[config.mk]
export PLATFORM = sky130hd
export DESIGN_NAME = level_sequencer
export DESIGN_NICKNAME = d
export VERILOG_FILES = /design/src/rtl/level_seq_pkg.sv /design/src/rtl/level_sequencer_stage_timer.sv /design/src/rtl/level_sequencer.sv
export SDC_FILE = /design/constraint.sdc
export NUM_CORES = 1
export LEC_CHECK = 0
export BUFFER_PORTS_ARGS = -buffer_cell sky130_fd_sc_hd__buf_2
export CAP_MARGIN = 20
export CORE_UTILIZATION = 40
export CTS_CLUSTER_SIZE = 40
export DETAILED_ROUTE_END_ITERATION = 12
export GPL_ROUTABILITY_DRIVEN = 0
export PLACE_DENSITY = 0.59
export SLEW_MARGIN = 30
export SYNTH_ARGS = -nofsm -noshare
export SYNTH_HDL_FRONTEND = slang
export SYNTH_SLANG_ARGS = --single-unit
[constraint.sdc]
create_clock -name clk -period 3.6 [get_ports clk]
set_clock_uncertainty 0.2 [all_clocks]
set_input_delay 0.36 -clock clk [delete_from_list [all_inputs] [get_ports clk]]
set_output_delay 0.36 -clock clk [all_outputs]
set_load 0.01 [all_outputs]
[src/rtl/level_seq_pkg.sv]
// Shared types and defaults for the obstacle-game level sequencer.
// stage_len() yields the per-level stage length, clamped to a floor.
package level_seq_pkg;

    typedef enum logic [2:0] {
        StMenu,
        StMenuArm,
        StStage,
        StFinale,
        StWinArm,
        StWin,
        StOver
    } lvl_state_t;

    localparam int unsigned DefNumStages = 7;
    localparam int unsigned DefNumLevels = 3;
    localparam int unsigned DefLives     = 3;
    localparam int unsigned DefTimeW     = 11;
    localparam int unsigned DefStageLen  = 130;
    localparam int unsigned DefStageDec  = 20;
    localparam int unsigned DefMinStage  = 40;
    localparam int unsigned DefFinaleLen = 390;

    // Signed 32-bit arithmetic: a large level*dec goes negative instead of wrapping,
    // and 32 bits covers TIME_W+4 for any practical counter width.
    function automatic int stage_len(input int level,
                                     input int len0    = DefStageLen,
                                     input int dec     = DefStageDec,
                                     input int min_len = DefMinStage);
        int raw;
        raw = len0 - level * dec;
        return (raw < min_len) ? min_len : raw;
    endfunction

endpackage

[src/rtl/level_sequencer_stage_timer.sv]
// Tick-enabled stage counter with clear and terminal-count strobe.
// tc_o fires on the enabled tick that completes len_i counts; the counter wraps to 0 there.
module stage_timer #(
    parameter int unsigned W = 11
) (
    input  logic         clk_i,
    input  logic         reset_i,
    input  logic         en_i,
    input  logic         clr_i,
    input  logic [W-1:0] len_i,
    output logic [W-1:0] cnt_o,
    output logic         tc_o
);

    logic [W-1:0] cnt_q, cnt_d;

    always_comb begin
        tc_o  = en_i && (cnt_q == len_i - W'(1));
        cnt_d = cnt_q;
        if (clr_i) begin
            cnt_d = '0;
        end else if (en_i) begin
            cnt_d = tc_o ? '0 : cnt_q + W'(1);
        end
    end

    always_ff @(posedge clk_i) begin
        if (reset_i) begin
            cnt_q <= '0;
        end else begin
            cnt_q <= cnt_d;
        end
    end

    assign cnt_o = cnt_q;

endmodule

[src/rtl/level_sequencer.sv]
// Level/stage progression, lives and screen selection for the obstacle game.
// All outputs decode from registers; inputs never reach outputs combinationally.
module level_sequencer
    import level_seq_pkg::*;
#(
    parameter int unsigned NUM_STAGES = DefNumStages,
    parameter int unsigned NUM_LEVELS = DefNumLevels,
    parameter int unsigned LIVES      = DefLives,
    parameter int unsigned TIME_W     = DefTimeW,
    parameter int unsigned STAGE_LEN  = DefStageLen,
    parameter int unsigned STAGE_DEC  = DefStageDec,
    parameter int unsigned MIN_STAGE  = DefMinStage,
    parameter int unsigned FINALE_LEN = DefFinaleLen
) (
    input  logic                              clk,
    input  logic                              reset,
    input  logic                              tick,
    input  logic                              user_sel,
    input  logic                              player_died,
    output logic [NUM_STAGES-1:0]             stage_en,
    output logic [$clog2(NUM_STAGES)-1:0]     stage_idx,
    output logic                              obj_reset,
    output logic                              player_done,
    output logic [$clog2(NUM_LEVELS+1)-1:0]   level,
    output logic [$clog2(LIVES+1)-1:0]        lives_left,
    output logic [TIME_W-1:0]                 game_time,
    output logic                              menu_screen,
    output logic                              win_screen,
    output logic                              over_screen
);

    localparam int unsigned IdxW = $clog2(NUM_STAGES);
    localparam int unsigned LvlW = $clog2(NUM_LEVELS + 1);
    localparam int unsigned LivW = $clog2(LIVES + 1);

    lvl_state_t        state_q, state_d;
    logic [LvlW-1:0]   level_q, level_d;
    logic [LivW-1:0]   lives_q, lives_d;
    logic [IdxW-1:0]   idx_q, idx_d;
    logic [TIME_W-1:0] gt_q, gt_d;
    logic              obj_q, obj_d;

    logic              active, tmr_en, tmr_clr, tmr_tc;
    logic [TIME_W-1:0] cur_len, tmr_len, tmr_cnt;

    assign cur_len = TIME_W'(stage_len(int'(level_q), int'(STAGE_LEN), int'(STAGE_DEC),
                                       int'(MIN_STAGE)));
    assign active  = (state_q == StStage) || (state_q == StFinale);
    // A death in the same cycle as a tick must not let the timer expire the stage.
    assign tmr_en  = active && tick && !player_died;
    assign tmr_len = (state_q == StFinale) ? TIME_W'(FINALE_LEN) : cur_len;

    stage_timer #(
        .W (TIME_W)
    ) u_timer (
        .clk_i   (clk),
        .reset_i (reset),
        .en_i    (tmr_en),
        .clr_i   (tmr_clr),
        .len_i   (tmr_len),
        .cnt_o   (tmr_cnt),
        .tc_o    (tmr_tc)
    );

    always_comb begin
        state_d = state_q;
        level_d = level_q;
        lives_d = lives_q;
        idx_d   = idx_q;
        gt_d    = gt_q;
        obj_d   = 1'b0;
        tmr_clr = 1'b0;
        unique case (state_q)
            StMenu: if (user_sel) state_d = StMenuArm;
            StMenuArm: begin
                if (user_sel) begin
                    state_d = StStage;
                    level_d = '0;
                    lives_d = LivW'(LIVES);
                    idx_d   = '0;
                    gt_d    = '0;
                    obj_d   = 1'b1;
                    tmr_clr = 1'b1;
                end
            end
            StStage, StFinale: begin
                if (player_died) begin
                    tmr_clr = 1'b1;
                    if (lives_q > LivW'(1)) begin
                        state_d = StStage;
                        lives_d = lives_q - LivW'(1);
                        idx_d   = '0;
                        gt_d    = '0;
                        obj_d   = 1'b1;
                    end else begin
                        state_d = StOver;
                        lives_d = '0;
                    end
                end else if (tick) begin
                    gt_d = (gt_q == '1) ? gt_q : gt_q + TIME_W'(1);
                    if (tmr_tc && state_q == StStage) begin
                        obj_d = 1'b1;
                        if (idx_q == IdxW'(NUM_STAGES - 1)) state_d = StFinale;
                        else                                 idx_d   = idx_q + IdxW'(1);
                    end else if (tmr_tc) begin
                        if (level_q == LvlW'(NUM_LEVELS - 1)) begin
                            state_d = StWinArm;
                        end else begin
                            state_d = StStage;
                            level_d = level_q + LvlW'(1);
                            idx_d   = '0;
                            gt_d    = '0;
                            obj_d   = 1'b1;
                        end
                    end
                end
            end
            StWinArm: if (user_sel) state_d = StWin;
            StWin:    if (user_sel) state_d = StMenu;
            StOver:   if (user_sel) state_d = StMenu;
            default:  state_d = StMenu;
        endcase
    end

    always_ff @(posedge clk) begin
        if (reset) begin
            state_q <= StMenu;
            level_q <= '0;
            lives_q <= LivW'(LIVES);
            idx_q   <= '0;
            gt_q    <= '0;
            obj_q   <= 1'b0;
        end else begin
            state_q <= state_d;
            level_q <= level_d;
            lives_q <= lives_d;
            idx_q   <= idx_d;
            gt_q    <= gt_d;
            obj_q   <= obj_d;
        end
    end

    assign stage_en    = (state_q == StStage) ? (NUM_STAGES'(1) << idx_q) : '0;
    assign stage_idx   = idx_q;
    assign obj_reset   = obj_q;
    assign player_done = (state_q == StFinale) || (state_q == StWinArm) || (state_q == StWin);
    assign level       = level_q;
    assign lives_left  = lives_q;
    assign game_time   = gt_q;
    assign menu_screen = (state_q == StMenu) || (state_q == StMenuArm);
    assign win_screen  = (state_q == StWinArm) || (state_q == StWin);
    assign over_screen = (state_q == StOver);

endmodule

==> impl_metrics.toml, run 1 <==
[run_status]
status = "finished clean"

[synthesis]
ys_warn_count = 0
synth.area.top_cells = "dfxtp_1 29%, ha_1 6.7%, nand2_1 6.7%, nor2_1 4.4%, a21oi_1 4.2%"
yosysMostFrequentCell = "nand2_1"
synth_seq_area_share = 0.295
syn_inst = 288
ys_types = 59
synth_async_sr_flop_share = 0
syn_avg_cell_area_um2 = 7.78
synth_top_area_frac = 0.295
netlist_top_cells_count = "40 x nand2_1, 33 x dfxtp_1, 26 x nor2_1, 19 x a21oi_1, 12 x ha_1"
yosys.area.top_type = "dfxtp_1"
synthesis.nets = 305
yosys_register_bits = 33
synth_ff_type = "dfxtp_1"
synth_edf_count = 0
netlist_area_um2 = 2240

[route]
drtIter0Drc = 80
final_antenna_net_count = 0
firstDrtPassIters = 5
via_count = 2094
drcViolationCount = 0
wirelength_mm = 5.20
wl_per_cell_um = 13.3
avgViaCountPerCell = 5.37

[worst_hold_path]
hold_start = "user_sel"
hold_end = "state_q[2]"
hold_depth = 4
min_path_type = "in2reg"

[timing]
post-route-period-util = 0.828
finalSetupViolations = 0
finalCriticalPeriod_ns = 2.98
slew_headroom = 0.666
hold_viol = 0
fmax_ghz = 0.336
fin_setup_tns_ns = 0
report.final.slew_viol_count = 0
worstMarginPinSlew_ns = 0.499
rsz0062_at_grt = "false"

[clocking]
clkTransAtPathRegs_ns = 0.07
clk_latency_ns = 0.28
numCtsBuffers = 5
cts_hold_buf = 0
clock_sinks = 33
cts_resized = 0
clockRootBuffer = "clkbuf_8"
cts_buffer_depth = 2
htree_levels = 2
cts_tree = "done"
postCtsSetupBuffers = 0

[critical_path]
startpoint = "level[0]"
slowest_delay_ns = 0.39
cpMaxStageDelayCell = "dfxtp_1"
r2r_cells = 9
r2r_start = "level[0]"
rr_endpoint = "level[0]"
end_kind = "flop"
cp_num_buf_inv = 1
cp-start-kind = "flop"
crit_family = "simple AND/OR/NAND/NOR gates"
crit_chain = "inv_1 -> ha_1 -> or2_1 -> mux2i_1 -> a31o_2 -> nor3_4 -> nand3_4 -> o31a_1 -> mux2_2"
worstPathArrival_ns = 2.96
r2r_slack_ns = 0.62
cp_max_fo = 15
crit_required_ns = 3.58
worstSetupPathType = "reg2reg"

[global_route]
grt_pass1_vias = 1842
antenna_found_initial = 0
grt_pass1_wl_mm = 8.83
grt-ovfl-total = 0
grt_max_degree = 22
grt_usage = 0.184

[layout]
n_fill_cell = 547
diodes = 0
final_cells = 390
nNetsFinal = 336
syn_to_final_growth_pct = 15.1
drive_gt1_frac = 0.178

[floorplan]
floorplan.initialDensity = 0.428
die_h_um = 76.9
die_w_um = 76.9
core_um2 = 5240
dieArea_um2 = 5910
std_cell_rows = 26
io_pins = 35

[power]
p_total_uw = 841
p_leak_uw = 0.00103
power_density_nw_per_um2 = 326
irDropWorstVdd_mv = 0.148

[place]
hpwl_mm = 3.73
dp.cells = 382
port_buffers = 34

[job]
cap_violations = 0
[placed cells by master (no fill, tap or decap), types with 5 or more instances in the layout]
cell type and count:
clkbuf_8 6, nand3_1 11, buf_4 5, a21oi_1 19, nor2_1 26, a31oi_1 5, and3_1 11, xor2_1 7
xnor2_1 8, o21ai_0 11, ha_1 12, dfxtp_1 33, nand2b_1 6, inv_1 9, nand2_1 40, buf_2 34
nand4_1 8
[area by class of cell]
| class | instances | area (um2) | area share |
|---|---|---|---|
| Clock buffer | 7 | 86.3 | 0.0335 |
| Clock inverter | 1 | 30.0 | 0.0116 |
| Inverter | 9 | 33.8 | 0.0131 |
| Multi-Input combinational cell | 231 | 1470 | 0.571 |
| Sequential cell | 33 | 661 | 0.256 |
| Tap cell | 70 | 87.6 | 0.0340 |
| Timing Repair Buffer | 39 | 208 | 0.0805 |
[sequential cells by signal, indices dropped and copies added, names as in the netlist]
name and count:
lives_left 2, game_time 11, stage_idx 3, obj_reset 1
level 2, u_timer.cnt_o 11, state_q 3
[cells by family after synthesis]
logic type	Yosys count	share of synthesized area
simple gates	136	0.323
compound gates	63	0.188
flops	33	0.295
buf+inv	24	0.0480
xor+xnor	15	0.0586
fa+ha+maj	12	0.0670
mux	4	0.0190
other cells	1	0.00167
[routing by layer]
metal | vias to the layer above | GRT usage | wire (um)
li1 | 1090 | - | -
met5 | - | 0 | 0
met1 | 947 | 0.245 | 2620
met3 | 4 | 0.0369 | 244
met4 | 0 | 0.0538 | 40
met2 | 53 | 0.297 | 2290
[per-stage QoR]
stage	worst slack (ns)	hold WS [ns]	area, um2	util
after detailed placement	0.663	0.278	2460	0.470
final	0.620	0.265	2580	0.492
after CTS	0.630	0.251	2580	0.492
after global routing	0.457	0.294	2580	0.492
after global placement	0.760	0.277	2460	0.470
after floorplan	0.866	0.254	2240	-
[worst max path at each step]
stage / to / cells past startpoint
4_1_cts: level[0] / 9
5_1_grt: level[0] / 9
3_3_place_gp: level[0] / 9
6_report: level[0] / 9
3_5_place_dp: level[0] / 9
2_1_floorplan: level[0] / 10
[worst register-to-register path, cell delays in order (launching register included)]
cell and delay, ns:
dfxtp_1 0.39, inv_1 0.10, ha_1 0.39, or2_1 0.27
mux2i_1 0.15, a31o_2 0.28, nor3_4 0.26, nand3_4 0.21
o31a_1 0.35, mux2_2 0.27
[power by group]
part           internal, uW  switching (uW)  total (uW)
registers               369            2.53         372
logic                  35.0            66.3         101
clock network           226             142         368
total                   630             211         841
Power figures use the tool's default switching activity.
==> run 2, diff against run 1 <==
- clock period: 3.6 -> 2.99 ns (I/O delays scaled with it)
==> run 2 against run 1 <==
Compared with the run above:
- utilization rose by 0.29 points
- die area stayed put
- first-iteration DRC count fell by 5.0%
- final area is 0.58% higher
- routed wire length grew 3.2%
- largest cell class unchanged
- global-route usage grew 0.92 points
==> impl_metrics.toml, run 2 (synthesis results as in run 1) <==
[power]
p_leak_uw = 0.00104
irDropWorstVdd_mv = 0.178
power_density_nw_per_um2 = 392
p_total_uw = 1020

[timing]
report.final.slew_viol_count = 0
finalCriticalPeriod_ns = 2.81
hold_viol = 0
fin_setup_tns_ns = 0
finalSetupViolations = 0
rsz0062_at_grt = "false"
fmax_ghz = 0.356
post-route-period-util = 0.939

[critical_path]
r2r_slack_ns = 0.18
worstSetupPathType = "reg2reg"
worstPathArrival_ns = 2.78
r2r_cells = 9
rr_endpoint = "level[0]"
r2r_start = "level[0]"
cp_max_fo = 7
crit_required_ns = 2.97
end_kind = "flop"
cp-start-kind = "flop"

[run_status]
status = "finished clean"

[clocking]
clockRootBuffer = "clkbuf_8"
cts_tree = "done"
clkTransAtPathRegs_ns = 0.07
clk_latency_ns = 0.29
htree_levels = 2
postCtsSetupBuffers = 0
cts_buffer_depth = 2
clock_sinks = 33
numCtsBuffers = 5

[floorplan]
floorplan.initialDensity = 0.428
die_w_um = 76.9
dieArea_um2 = 5910
std_cell_rows = 26
io_pins = 35
die_h_um = 76.9
core_um2 = 5240

[layout]
final_common_cell = "nand2_1"
nNetsFinal = 338
drive_gt1_frac = 0.183
diodes = 0
mostFrequentLayoutCells = "40 x nand2_1, 34 x buf_2, 33 x dfxtp_1, 26 x nor2_1, 19 x a21oi_1"
syn_to_final_growth_pct = 15.7

[job]
cap_violations = 0

[worst_hold_path]
hold_start = "user_sel"
hold_depth = 4
hold_end = "state_q[2]"
min_path_type = "in2reg"

[route]
firstDrtPassIters = 4
wirelength_mm = 5.37
drcViolationCount = 0
drtIter0Drc = 76
via_count = 2129
avgViaCountPerCell = 5.43
final_antenna_net_count = 0
wl_per_cell_um = 13.7

[place]
hpwl_mm = 3.79
port_buffers = 34

[global_route]
top_usage_layer = "met2"
use_met2 = 0.295
grt_pass1_vias = 1941
grt_usage = 0.193
grt_max_degree = 22
antenna_found_initial = 0
grt_pass1_wl_mm = 9.25
grt-ovfl-total = 0
use_met3 = 0.0488
use_met1 = 0.256
-- run 2: changes by cell type in the layout (fill, tap and decap cells not counted) --
cell and delta:
buf_4 +2
-- run 2: layer usage --
layer / share of wire / wire length (um)
met4: 0.016 / 86
met5: 0 / 0
met3: 0.054 / 288
met2: 0.43 / 2310
met1: 0.50 / 2690
-- run 2: area by class of cell --
cell class	instances	area, um2
multi-input combinational	231	1470
fill	529	2640
inverter	9	33.8
clock buffer	7	86.3
tap	70	87.6
timing repair buffer	41	223
sequential	33	661
clock inverter	1	30.0
-- run 2: worst max-delay path by stage --
stage,startpoint,endpoint,slack (ns),cells after the start
finish,level[0],level[0],0.18,9
detailed placement,level[0],level[0],0.15,9
CTS,level[0],level[0],0.12,9
global route,level[0],stage_idx[0],0.03,10
floorplan,level[0],level[0],0.26,10
global placement,level[0],level[0],0.25,9
-- run 2: metrics by stage --
step | std cells | hold slack [ns] | worst slack [ns] | util | area, um2
2_1_floorplan | 288 | 0.212 | 0.256 | - | 2240
3_3_place_gp | 384 | 0.283 | 0.249 | 0.473 | 2480
3_5_place_dp | 384 | 0.283 | 0.151 | 0.473 | 2480
4_1_cts | 392 | 0.196 | 0.124 | 0.495 | 2590
5_1_grt | 392 | 0.234 | 0.0341 | 0.495 | 2590
6_report | 392 | 0.197 | 0.183 | 0.495 | 2590
-- run 2: timing repair --
action	in CTS	in global routing
resized for setup	0	0
setup endpoints to repair	0	3
hold endpoints to repair	0	0
hold buffers	0	0
-- run 2: critical path: stages (launching register included) --
cell     delay, ns
dfxtp_1       0.39
inv_1         0.10
ha_1          0.37
or2_1         0.27
mux2i_1       0.14
a31o_2        0.28
nor3_4        0.21
nand3_4       0.15
o31a_1        0.33
mux2_2        0.26
-- run 2: power by group --
group          total, uW  switching [uW]  internal, uW  leakage (uW)
clock network        445             173           272     0.0000585
logic                125            82.3          42.7      0.000718
registers            448            3.28           445      0.000266
total               1020             259           759       0.00104
==> run 3, diff against run 2 <==
- CORE_UTILIZATION: 40 -> 39
- PLACE_DENSITY: 0.59 -> 0.57
- SLEW_MARGIN: 30 -> unset
- clock period: 2.99 -> 3.6 ns (I/O delays scaled with it)
==> run 3 against run 2 <==
Compared with the run above:
- via count shrank 0.80%
- routed wire length shrank 0.76%
- maximum frequency fell by 4.7%
- final area down 0.77%
- global-route usage shrank 0.68 points
- sequential share of layout area is 0.20 points higher
- non-clock buffer count shrank 3
- critical path type unchanged
- largest power group unchanged
- highest routed layer unchanged
==> impl_metrics.toml, run 3 (synthesis results as in run 1) <==
[floorplan]
floorplan.initialDensity = 0.407
core_um2 = 5510
die_w_um = 77.8
dieArea_um2 = 6050
die_h_um = 77.8
std_cell_rows = 27
io_pins = 35

[critical_path]
cpMaxStageDelayCell = "dfxtp_1"
cp_max_fo = 15
slowest_delay_ns = 0.38
worstSetupPathType = "reg2reg"
crit_required_ns = 3.58
cp-start-kind = "flop"
cp_num_buf_inv = 1
crit_family = "simple AND/OR/NAND/NOR gates"
crit_chain = "inv_1 -> ha_1 -> or2_1 -> mux2i_1 -> a31o_2 -> nor3_4 -> nand3_4 -> o31a_1 -> mux2_2"
end_kind = "flop"
worstPathArrival_ns = 2.92

[place]
pre_cts_slack_ns = 0.665
port_buffers = 34
hpwl_mm = 3.86
dp.cells = 383

[power]
power_density_nw_per_um2 = 327
p_int_uw = 630
p_leak_uw = 0.00103
combPwrFrac = 0.121
swShare = 0.251
seq_power_share = 0.442
p_total_uw = 842
power_switching_uw = 212
p_clk_frac = 0.437
irDropWorstVdd_mv = 0.182

[timing]
worstMarginPinSlew_ns = 0.499
hold_viol = 0
finalCriticalPeriod_ns = 2.94
finalSetupViolations = 0
report.final.slew_viol_count = 0
timing.hold.ws_ns = 0.243
fin_setup_tns_ns = 0
slew_headroom = 0.666
fmax_ghz = 0.340
rsz0062_at_grt = "false"
worst_slack_ns = 0.656
post-route-period-util = 0.818

[clocking]
htree_levels = 2
clockRootBuffer = "clkbuf_8"
clk_latency_ns = 0.29
cts_resized = 0
cts_hold_buf = 0
postCtsSetupBuffers = 0
clkTransAtPathRegs_ns = 0.07
cts_buffer_depth = 2
numCtsBuffers = 5
clock_sinks = 33
cts_tree = "done"

[worst_hold_path]
min_path_type = "in2reg"

[layout]
diodes = 0
syn_to_final_growth_pct = 14.9
mostFrequentLayoutCells = "40 x nand2_1, 34 x buf_2, 33 x dfxtp_1, 26 x nor2_1, 19 x a21oi_1"
drive_gt1_frac = 0.176
final_cells = 391
final_common_cell = "nand2_1"
nNetsFinal = 335

[route]
drcViolationCount = 0
wl_per_cell_um = 13.6
wirelength_mm = 5.33
final_antenna_net_count = 0
via_count = 2112
avgViaCountPerCell = 5.40
drtIter0Drc = 64
firstDrtPassIters = 4

[run_status]
status = "finished clean"

[global_route]
grt-ovfl-total = 0
grt_pass1_vias = 1898
grt_pass1_wl_mm = 9.02
antenna_found_initial = 0
grt_max_degree = 22
grt_usage = 0.186

[job]
cap_violations = 0
-- run 3: cell types whose count changed in the layout (fill, tap and decap cells not counted) --
cell	change
buf_4	-3
-- run 3: final timing paths --
kind / from / end / slack (ns) / depth (start not counted)
max: level[0] / level[0] / 0.66 / 9
min: user_sel / state_q[2] / 0.24 / 4
max reg2reg: level[0] / level[0] / 0.66 / 9
min reg2reg: u_timer.cnt_o[1] / u_timer.cnt_o[1] / 0.30 / 2
-- run 3: power groups by stage --
stage / registers [uW] / logic (uW) / clock network (uW)
after global routing: 372 / 113 / 393
after CTS: 372 / 102 / 379
after global placement: 381 / 100 / 0
after floorplan: 380 / 74.5 / 0
final: 372 / 102 / 368
after detailed placement: 380 / 101 / 0
-- run 3: cell type report --
type                            count  area (um2)
Tap cell                           72        90.1
Multi-Input combinational cell    231        1470
Clock inverter                      1        30.0
Fill cell                         568        2930
Clock buffer                        7        86.3
Sequential cell                    33         661
Inverter                            9        33.8
Timing Repair Buffer               38         200
-- run 3: tightest hold or removal path, cell delays in order --
cell and delay, ns:
buf_2 0.12, nor2_1 0.05, nor2_1 0.08, o32ai_1 0.07
-- run 3: metrics by stage --
stage | cell area, um2 | utilization
4_1_cts | 2570 | 0.467
6_report | 2570 | 0.467
5_1_grt | 2570 | 0.467
3_3_place_gp | 2460 | 0.446
3_5_place_dp | 2460 | 0.446
2_1_floorplan | 2240 | -
-- run 3: metal layers --
layer  global-route usage  routed length [um]  up-vias
li1                     -                   -     1088
met1                0.248                2670      978
met2                0.305                2440       40
met3               0.0353                 183        6
met4               0.0509                  41        0
met5                    0                   0        -
